## config.mk

```make
export PLATFORM = sky130hd
export DESIGN_NAME = wave_sel_ctrl_flat
export DESIGN_NICKNAME = d
export VERILOG_FILES = /design/src/rtl/wave_sel_ctrl_if.sv /design/src/rtl/wave_sel_ctrl.sv /design/src/flat_wrapper.sv
export SDC_FILE = /design/constraint.sdc
export NUM_CORES = 1
export LEC_CHECK = 0
export CAP_MARGIN = 20
export CORE_UTILIZATION = 37
export CTS_CLUSTER_DIAMETER = 100
export DETAILED_ROUTE_END_ITERATION = 6
export GPL_TIMING_DRIVEN = 1
export PLACE_DENSITY = 0.89
export SETUP_SLACK_MARGIN = 0.5
export SLEW_MARGIN = 20
export SYNTH_ARGS = -nofsm -noshare
export SYNTH_HDL_FRONTEND = slang
export SYNTH_SLANG_ARGS = --single-unit
```

## constraint.sdc

```tcl
create_clock -name clk -period 2.1 [get_ports clk]
set_input_delay 0.42 -clock clk [delete_from_list [all_inputs] [get_ports clk]]
set_output_delay 0.42 -clock clk [all_outputs]
set_load 0.005 [all_outputs]
```

## src/rtl/wave_sel_ctrl_if.sv

```systemverilog
// Bundle between the channel LUTs / select keys and the output mux.
// The mux sits on the slave side; the source of samples and select drives master.
interface wave_sel_ctrl_if #(
   parameter int NUM_CH = 4,
   parameter int DW     = 8,
   parameter int SW     = 2
);
   logic [NUM_CH*DW-1:0] wave_in;
   logic [SW-1:0]        sel;
   logic                 phase_wrap;
   logic [1:0]           atten;
   logic [DW-1:0]        wave_out;
   logic [SW-1:0]        cur_sel;
   logic                 sel_busy;

   modport master (
      output wave_in, sel, phase_wrap, atten,
      input  wave_out, cur_sel, sel_busy
   );

   modport slave (
      input  wave_in, sel, phase_wrap, atten,
      output wave_out, cur_sel, sel_busy
   );
endinterface

```

## src/rtl/wave_sel_ctrl.sv

```systemverilog
// Phase-aligned waveform channel selector with attenuation about midscale.
// Define WAVE_SEL_TIMEOUT_EN to force a pending switch after TIMEOUT wrap-less cycles.
module wave_sel_ctrl #(
   parameter int NUM_CH  = 4,
   parameter int DW      = 8,
   parameter int SW      = 2,
   parameter int TIMEOUT = 1023,
   parameter int TW      = 10
) (
   input logic            clk,
   input logic            rst_n,
   wave_sel_ctrl_if.slave bus
);
   localparam logic [DW-1:0] MID = {1'b1, {(DW-1){1'b0}}};
   localparam logic [SW:0]   NCH = (SW+1)'(NUM_CH);

   typedef enum logic {S_IDLE, S_WAIT} state_t;

   state_t                   state;
   logic [SW-1:0]            sel_q, sel_s, pend_sel, cur_sel;
   logic [DW-1:0]            wave_out;
   logic                     sel_ok, force_sw;
   logic [NUM_CH-1:0][DW-1:0] ch;
   logic [DW-1:0]            samp;
   logic signed [DW:0]       d, sh;

   assign sel_ok = {1'b0, sel_s} < NCH;

`ifdef WAVE_SEL_TIMEOUT_EN
   logic [TW-1:0] to_cnt;

   // Counter sits at zero outside WAIT, so entering WAIT always starts from 0.
   always_ff @(posedge clk or negedge rst_n) begin
      if (!rst_n)                            to_cnt <= '0;
      else if (state != S_WAIT || force_sw)  to_cnt <= '0;
      else                                   to_cnt <= to_cnt + 1'b1;
   end

   assign force_sw = bus.phase_wrap || (to_cnt == TW'(TIMEOUT));
`else
   assign force_sw = bus.phase_wrap;
`endif

   always_ff @(posedge clk or negedge rst_n) begin
      if (!rst_n) begin
         sel_q    <= '0;
         sel_s    <= '0;
         pend_sel <= '0;
         cur_sel  <= '0;
         state    <= S_IDLE;
      end else begin
         sel_q <= bus.sel;
         sel_s <= sel_q;
         case (state)
            S_IDLE: begin
               if (sel_ok && sel_s != cur_sel) begin
                  pend_sel <= sel_s;
                  state    <= S_WAIT;
               end
            end
            S_WAIT: begin
               // A commit wins over a same-cycle request; that request is
               // re-evaluated from IDLE on the next edge.
               if (force_sw) begin
                  cur_sel <= pend_sel;
                  state   <= S_IDLE;
               end else if (sel_s == cur_sel) begin
                  state <= S_IDLE;
               end else if (sel_ok && sel_s != pend_sel) begin
                  pend_sel <= sel_s;
               end
            end
            default: state <= S_IDLE;
         endcase
      end
   end

   assign ch = bus.wave_in;

   always_comb begin
      samp = ch[0];
      for (int i = 1; i < NUM_CH; i++)
         if (cur_sel == SW'(i)) samp = ch[i];
   end

   // Offset-binary to signed, shift, back; the shifted magnitude never exceeds
   // the original so the truncation cannot wrap.
   assign d  = $signed({1'b0, samp}) - $signed({1'b0, MID});
   assign sh = d >>> bus.atten;

   always_ff @(posedge clk or negedge rst_n) begin
      if (!rst_n) wave_out <= MID;
      else        wave_out <= MID + sh[DW-1:0];
   end

   assign bus.wave_out = wave_out;
   assign bus.cur_sel  = cur_sel;
   assign bus.sel_busy = (state == S_WAIT);
endmodule

```

## src/flat_wrapper.sv

```systemverilog
// flat-port wrapper written by rule: the top's interface ports become plain ports
module wave_sel_ctrl_flat 
#(
   parameter int NUM_CH  = 4,
   parameter int DW      = 8,
   parameter int SW      = 2,
   parameter int TIMEOUT = 1023,
   parameter int TW      = 10
)
  (clk, rst_n, bus_wave_in, bus_sel, bus_phase_wrap, bus_atten, bus_wave_out, bus_cur_sel, bus_sel_busy);
  wave_sel_ctrl_if #(.NUM_CH(NUM_CH), .DW(DW), .SW(SW)) bus_i ();
  input logic clk;
  input logic rst_n;
  input wire logic [$bits(bus_i.wave_in)-1:0] bus_wave_in;
  input wire logic [$bits(bus_i.sel)-1:0] bus_sel;
  input wire logic [$bits(bus_i.phase_wrap)-1:0] bus_phase_wrap;
  input wire logic [$bits(bus_i.atten)-1:0] bus_atten;
  output wire logic [$bits(bus_i.wave_out)-1:0] bus_wave_out;
  output wire logic [$bits(bus_i.cur_sel)-1:0] bus_cur_sel;
  output wire logic [$bits(bus_i.sel_busy)-1:0] bus_sel_busy;
  assign bus_i.wave_in = bus_wave_in;
  assign bus_i.sel = bus_sel;
  assign bus_i.phase_wrap = bus_phase_wrap;
  assign bus_i.atten = bus_atten;
  assign bus_wave_out = bus_i.wave_out;
  assign bus_cur_sel = bus_i.cur_sel;
  assign bus_sel_busy = bus_i.sel_busy;
  wave_sel_ctrl #(.NUM_CH(NUM_CH), .DW(DW), .SW(SW), .TIMEOUT(TIMEOUT), .TW(TW)) u_core (.clk(clk), .rst_n(rst_n), .bus(bus_i));
endmodule
```

======== After elaboration in Yosys (flattened, before gate mapping) ========
Index checks and enable logic that the tools add are counted.
word-level totals
  input bits .............................. 39
  output and inout bits ................... 11
  bits in registers ....................... 17
cells by class
  bitwise gates (word level) .............. 1
  mux-type cells .......................... 12
  shift operators ......................... 1
  equal/unequal tests ..................... 10
  reductions and logical operators ........ 2
  $add $sub $neg .......................... 2
operator list
  operator             number
  $mux 8               3
  $sshr 9x2->8         1
  $sub 8x8->9 const B  1
  $add 8x8->8 const A  1
  $mux 2               4
  $ne 2x2->1 const B   3
  $eq 2x2->1 const B   2
  $ne 2x2->1           2
  $pmux 2 s2           1
  $reduce_and 4->1     1
  $mux 1               3
  $eq 2x1->1 const B   1
  $eq 2x2->1           1
  $ne 2x1->1 const B   1
  $pmux 1 s2           1
  $reduce_and 2->1     1
  $not 1->1            1

======== Logic depth before layout (Yosys ltp) ========
Gate-level depths: netlist of run 1.
  depth in word-level cells ............... 7
  depth in mapped cells ................... 4

======== Worst setup path before layout of run 1 ========
OpenSTA, ideal clock, no wires.
  path kind ............................... register to register
  start ................................... register u_core.cur_sel[0], in the netlist u_core.bus.cur_sel[0]
  end ..................................... register u_core.wave_out[4], in the netlist u_core.bus.wave_out[4]
  arrival ................................. 1.492 ns
  stages on the path, launching flop included .. 4
  data required time ...................... 1.962 ns
  setup slack ............................. 0.470 ns
  library setup time ...................... 0.138 ns
  cells stage by stage .................... dfrtp_1 buf_6 mux4_2 mux4_2
on the way
  word-level cells in the longest chain between the ends .. 7
  elaborated cells on any way between the ends .. 9
RTL lines
  item                    RTL line             RTL
  from (decl)             wave_sel_ctrl.sv:20  logic [SW-1:0] sel_q, sel_s, pend_sel, cur_sel;
  from (signal assigned)  wave_sel_ctrl.sv:65  cur_sel <= pend_sel;
  $eq 2x1->1              wave_sel_ctrl.sv:83  if (cur_sel == SW'(i)) samp = ch[i];
  $mux 8 (2 in series)    wave_sel_ctrl.sv:83
  $mux 8 (*)              wave_sel_ctrl.sv:83
  $sub 8x8->9 (*)         wave_sel_ctrl.sv:88  assign d = $signed({1'b0, samp}) - $signed({1'b0, MID});
  $sshr 9x2->8 (*)        wave_sel_ctrl.sv:89  assign sh = d >>> bus.atten;
  net u_core.sh[4]        wave_sel_ctrl.sv:25  logic signed [DW:0] d, sh;
  $add 8x8->8 (*)         wave_sel_ctrl.sv:93  else wave_out <= MID + sh[DW-1:0];
  to (signal assigned)    wave_sel_ctrl.sv:93
  to (decl)               wave_sel_ctrl.sv:21  logic [DW-1:0] wave_out;
Mark *: on every way through the listed nets, which the timed path passes. The rest lies on a longest branch.
A chain may end at the register's enable or synchronous reset.

======== Worst setup path in the final report of run 1 ========
  start ................................... input port bus_wave_in[30]
  end ..................................... register u_core.wave_out[4], in the netlist u_core.bus.wave_out[4]
on the way
  word-level cells in the longest chain between the ends .. 4
RTL lines
  item              RTL line             RTL
  from (decl)       flat_wrapper.sv:14   input wire logic [$bits(bus_i.wave_in)-1:0] bus_wave_in;
  $mux 8            wave_sel_ctrl.sv:83
  $sub 8x8->9       wave_sel_ctrl.sv:88
  $sshr 9x2->8      wave_sel_ctrl.sv:89
  net u_core.sh[4]  wave_sel_ctrl.sv:25
  $add 8x8->8       wave_sel_ctrl.sv:93
The timed path passes the listed nets, and every way through them passes these cells.

==> results.md, run 1 <==
- Power per Cell Area: 1090 nW/µm²
- Vias: 717
- Clock root buffer: clkbuf_4
- H-Tree Depth: 1
- Syn_area_per_cell: between 15 and 20 µm²
- HPWL after DPL: between 1500 and 2000 µm
- Slew @ Worst Pin: about 0.48 ns
- CP Capture Type: flip-flop
- Initial Util: roughly two fifths
- Syn_nets: 93
- Worst rel slew slack: between 60% and 70%
- CTS Buffer Depth: 2
- RSZ-0062 raised after global routing: yes
- Total wire length: slightly above 2000 µm
- Die Area: 2540 µm²
- Vias/cell: around 5.1
- Synth Instances: 54
- Worst EP required: roughly 2.3 ns
- CP arrival: 1.82 ns
- CTS Sinks: 17
- Multi-input gate area: 410 µm²
- Vias in the first global route: around 740
- Worst hold stages: 0
- GRT overflow: 0
- Setup_tns: 0 ns
- Core area: between 2000 and 2500 µm²
- Pre-CTS WS: roughly 0.14 ns
- Syn. warnings: 0
- Endpoints failing setup: 0
- Fraction of final layout cells sized beyond drive strength 1: about 28%
- Post-route DRC: 0
- Fmax: around 0.6 GHz
- Final net count: about 150
- Fin. Hold Viols: 0
- Row count: 17
- Cell area after synthesis: roughly 870 µm²
- Worst R2R Path Depth: 2
- Largest net degree at the start of global routing: 18
- CTS Hold Buffers Added: 0
- Final min period: between 1.5 and 2 ns
- Final Power: 0.00161 W
- N_diodes: 0
- Clock transition at path regs: around 0.09 ns
- Critical R2R Launch: u_core.bus.cur_sel[0]
- Register area share after synthesis: about 49%
- Area Growth Syn to Fin: 70.2%
- Status: finished, final reports clean
- Critical Path Fanout Max: 4
- Overall routing resource usage: 18.2%
- Num CTS Buffers: 3
- Clk Latency, worst-skew pair: between 0.2 and 0.3 ns
- First-pass GRT wire length: approximately 3300 µm
- MaxCap Viol Count: 0
- Slew Limit Fails: 0
- Area occupied by registers: 429 µm²
- Final Cycle Share: between 70 and 80%
- I/O Buffers: 49
- Initial antenna violation count: 0
- DR pass1 iterations: 4
- Design area: between 1000 and 1500 µm²
- Die width: about 50 µm
- Post-synthesis register bit count: 17
- CTS tree: done
- Drt first-iter violations: 27
- WS Path Type: input pin to flip-flop
- Post-synth cell types: 18
- DIE HEIGHT: ~50 µm
- Routed wire per std cell: 14.6 µm
- Inst Count DP: 130
- Filler cell count: 158
- Worst setup margin: 0.432 ns
- Critical path startpoint category: input pin
- Peak VDD IR: around 0.74 mV
- Register-to-register setup slack: ~0.44 ns
- Worst Skew: slightly below 0.01 ns
- Dpl cell area: about 1400 µm²
- Leakage power: approximately 0.63 nW
- Gpl congestion: 0.790
- Post-DRT Antenna Nets: 0
- RR Endpoint: u_core.bus.wave_out[4]
- Hold endpoint: u_core.sel_s[0]
- HP Start: u_core.sel_q[0]
- Hold/Removal Path Class: flip-flop to flip-flop
- IO Pins: 50
- Fin cells: between 100 and 150
## flip-flops by register name, indices dropped and copies added, names as in the netlist
name                 flops
u_core.pend_sel          2
u_core.bus.cur_sel       2
u_core.bus.sel_busy      1
u_core.sel_s             2
u_core.bus.wave_out      8
u_core.sel_q             2
## area by class of cell
type,instances,share of cell area [%]
Multi-Input combinational cell,31,27.8
Clock buffer,4,1.78
Tap cell,28,2.37
Sequential cell,17,29.0
Inverter,2,0.593
Timing Repair Buffer,58,38.4
## synth_stat cells, drive strengths merged
library cell	instances	area, µm²
xor2	2	17.5
mux2	4	45.0
dfstp	1	26.3
nor2	1	3.75
nand2	2	7.51
clkinv	1	3.75
mux2i	9	90.1
and3b	1	8.76
o21ai	2	10.0
mux4	9	218
inv	1	3.75
buf	3	20.0
a221o	1	10.0
clkbuf	1	3.75
dfrtp	16	400
## power by group
part           leakage [nW]  internal, W  total [W]  switching [W]
clock                0.0150    0.0000737   0.000164      0.0000903
combinational         0.419     0.000598   0.000910       0.000312
sequential            0.195     0.000468   0.000540      0.0000718
## cells by family (layout without fill, tap and decap cells)
logic type | Yosys count | in the layout | synth area share (%)
mux | 22 | 22 | 40.6
compound gates | 3 | 3 | 2.31
simple gates | 4 | 4 | 2.31
flops | 17 | 17 | 49.1
xor+xnor | 2 | 2 | 2.02
buf+inv | 6 | 64 | 3.60
## cell usage in the layout, fill, tap and decap left out
cell type and n:
clkbuf_4 3, xor2_1 2, nand2_1 2, dlymetal6s2s_1 2
and3b_1 1, clkinv_2 1, dfrtp_2 2, clkdlybuf4s50_1 45
buf_6 2, dfstp_2 1, dfrtp_1 14, a221o_1 1
o21ai_1 2, inv_1 1, dlygate4sd2_1 2, buf_4 7
mux2_2 4, mux2i_1 6, nor2_1 1, mux4_1 1
mux4_2 8, mux2i_2 3, clkbuf_1 1
## what timing repair did
item,4_1_cts,5_1_grt
endpoints found under the setup margin,9,11
pin swaps,0,1
resized for setup,9,8
buffers inserted,5,1
## through the flow
step	utilization [%]	hold WS, ns
floorplan	-	0.124
global placement	63.0	0.335
detailed placement	63.0	0.342
CTS	65.9	0.363
global route	66.8	0.376
finish	66.8	0.362
## worst max path at each step
stage | startpoint | endpoint | cells past startpoint
3_5_place_dp | bus_wave_in[28] | u_core.bus.wave_out[4] | 3
4_1_cts | u_core.bus.cur_sel[0] | u_core.bus.wave_out[4] | 4
2_1_floorplan | u_core.bus.cur_sel[0] | u_core.bus.wave_out[4] | 3
6_report | bus_wave_in[30] | u_core.bus.wave_out[4] | 3
3_3_place_gp | bus_wave_in[30] | u_core.bus.wave_out[4] | 3
5_1_grt | u_core.bus.cur_sel[0] | u_core.bus.wave_out[4] | 2
## critical path, cell delays in order
cell and delay [ns]:
clkdlybuf4s50_1 0.40, mux4_2 0.52, mux4_2 0.47
## layer usage
| layer | up-vias | global-route usage, % | routed length, µm |
|---|---|---|---|
| li1 | 320 | - | - |
| met1 | 345 | 20.8 | 720 |
| met2 | 46 | 33.3 | 1110 |
| met3 | 6 | 4.85 | 159 |
| met4 | 0 | 4.63 | 51 |
| met5 | - | 0 | 0 |
Note: power is estimated with default switching activity, not from simulation.
==> run 2: changes to the inputs <==
Settings changed: CORE_UTILIZATION 37 to 33, PLACE_DENSITY 0.89 to 0.85.
Clock period 2.1 ns to 1.4 ns, I/O delays scaled along.
==> results.md, run 2 (same netlist as run 1, synthesis figures left out) <==
- Status: complete, but fails checks
- Failing checks: setup timing
- Area occupied by registers: between 400 and 500 µm²
- Largest net degree at the start of global routing: 14
- Grt peak-use layer: met2
- CP arrival: about 1.8 ns
- Slew Limit Fails: 0
- Final min period: about 1.7 ns
- Gpl congestion: slightly above 0.7
- Multi-input gate area: 480 µm²
- Filler cell count: 180
- Worst EP required: roughly 1.6 ns
- Fraction of final layout cells sized beyond drive strength 1: 48.4%
- Highest-count cells in the layout ignoring fill and taps: clkdlybuf4s50_1, buf_4, dfrtp_1
- Clock root buffer: clkbuf_4
- Top cell by count, worst path: mux4_2
- WS Path Type: flip-flop to flip-flop
- Met3 Use GR: under 10%
- Fin. Hold Viols: 0
- First-pass GRT wire length: a little under 4000 µm
- Critical path startpoint category: flip-flop
- Area Growth Syn to Fin: 90.1%
- Row count: 18
- H-Tree Depth: 1
- Largest register FFs: 8
- M2 GR Usage: a little over a third
- Worst Skew: about 0.0057 ns
- CP Capture Type: flip-flop
- Peak VDD IR: approximately 1.1 mV
- Met1 GRT Util: 22.7%
- GRT overflow: 0
- CTS Buffer Depth: 2
- CTS Hold Buffers Added: 0
- Leakage power: 0.726 nW
- Die width: about 53 µm
- CTS Sinks: 17
- Fmax: 0.600 GHz
- Worst setup margin: -0.267 ns
- Vias in the first global route: around 810
- RSZ-0062 raised after global routing: yes
- CP peak stage delay: 0.50 ns
- Power per Cell Area: 1790 nW/µm²
- Die Area: 2840 µm²
- Worst rel slew slack: roughly 83%
- Endpoints failing setup: 10
- Num CTS Buffers: 3
- Final net count: ~170
- CTS tree: done
- Setup_tns: -2.05 ns
- Fin cells: 158
- Pre-CTS WS: -0.411 ns
- N_diodes: 0
- Critical Path Fanout Max: 6
- Vias/cell: 4.96
- Critical path's top delay family: multiplexers
- Design area: about 1700 µm²
- Core Util, Final: between 60 and 70%
- I/O Buffers: 49
- Initial antenna violation count: 0
- Clock transition at path regs: 0.11 ns
- Overall routing resource usage: between 20 and 25%
- Post-route DRC: 0
- Slew @ Worst Pin: between 0.2 and 0.3 ns
- Commonest non-fill, non-tap cell in the layout: clkdlybuf4s50_1
- DIE HEIGHT: 53.3 µm
- Critical R2R Launch: u_core.bus.cur_sel[0]
- Vias: between 700 and 800
- Hold/Removal Path Class: input pin to async pin
- Critical-path cell list: buf_4 > mux4_2 > mux4_2
- Post-DRT Antenna Nets: 0
- IO Pins: 50
- Clk Latency, worst-skew pair: ~0.29 ns
- Drt first-iter violations: 12
- DR pass1 iterations: 4
- Routed wire per std cell: 17.3 µm
- Inst Count DP: ~140
- HPWL after DPL: between 1500 and 2000 µm
- Critical Path Start: u_core.bus.cur_sel[0]
- Core area: 2480 µm²
- MaxCap Viol Count: 0
- Total wire length: roughly 2700 µm
- Dpl cell area: about 1500 µm²
- Slowest CP cell: mux4_2
- Initial Util: 35.1%
- CP Buf/Inv Count: 1
- Final Cycle Share: 119%
- Largest reg by FF count: u_core.bus.wave_out
-- run 2: cell types whose count changed in the layout (fill, tap and decap cells not counted), sizes merged --
cell           previous run  this run
buf                       9        35
clkdlybuf4s50            45        37
clkinv                    1         2
dlygate4sd2               2         1
dlymetal6s2s              2         0
-- run 2: worst paths after layout --
check / endpoint / slack [ns] / depth (start not counted)
setup / recovery: u_core.bus.wave_out[4] / -0.27 / 3
hold reg to reg: u_core.sel_s[1] / 0.37 / 0
setup reg to reg: u_core.bus.wave_out[4] / -0.27 / 3
max in group asynchronous: u_core.bus.cur_sel[1] / 0.77 / 2
hold / removal: u_core.bus.wave_out[4] / 0.19 / 1
min in group clk: u_core.sel_s[1] / 0.37 / 0
-- run 2: report_power, final --
part,switching [W],internal (W)
clock,0.000159,0.000106
sequential,0.000111,0.000702
combinational,0.000688,0.00119
total,0.000958,0.00199
-- run 2: worst reg2reg max path: stages, from the launching register on --
cell and delay (ns):
dfrtp_2 0.45, buf_4 0.14, mux4_2 0.50, mux4_2 0.46
-- run 2: routing by layer --
| metal | wire length [µm] | part of all wire [%] |
|---|---|---|
| met5 | 0 | 0 |
| met4 | 34 | 1.2 |
| met3 | 148 | 5.4 |
| met2 | 1520 | 55 |
| met1 | 1040 | 38 |
-- run 2: timing repair --
item | CTS | global route
gates resized for setup | 63 | 12
pin swaps | 1 | 1
buffers inserted | 9 | 1
setup endpoints to repair | 24 | 24
-- run 2: stage by stage --
| stage | power (W) | hold WS (ns) |
|---|---|---|
| floorplan | 0.00149 | -0.0156 |
| global placement | 0.00214 | 0.335 |
| detailed placement | 0.00221 | 0.345 |
| CTS | 0.00273 | 0.180 |
| global route | 0.00311 | 0.187 |
| finish | 0.00295 | 0.186 |
-- run 2: layout make-up --
class | count | area share, %
multi-input combinational | 31 | 29.1
tap | 30 | 2.27
sequential | 17 | 26.0
timing repair buffer | 74 | 40.5
clock inverter | 1 | 0.303
inverter | 2 | 0.455
clock buffer | 3 | 1.36
==> run 3: changes to the inputs <==
Settings changed: CAP_MARGIN 20 to default, HOLD_SLACK_MARGIN from default to 0.08.
==> results of run 3 <==
Same layout as run 2: the final DEF is identical, and so are final timing and power.
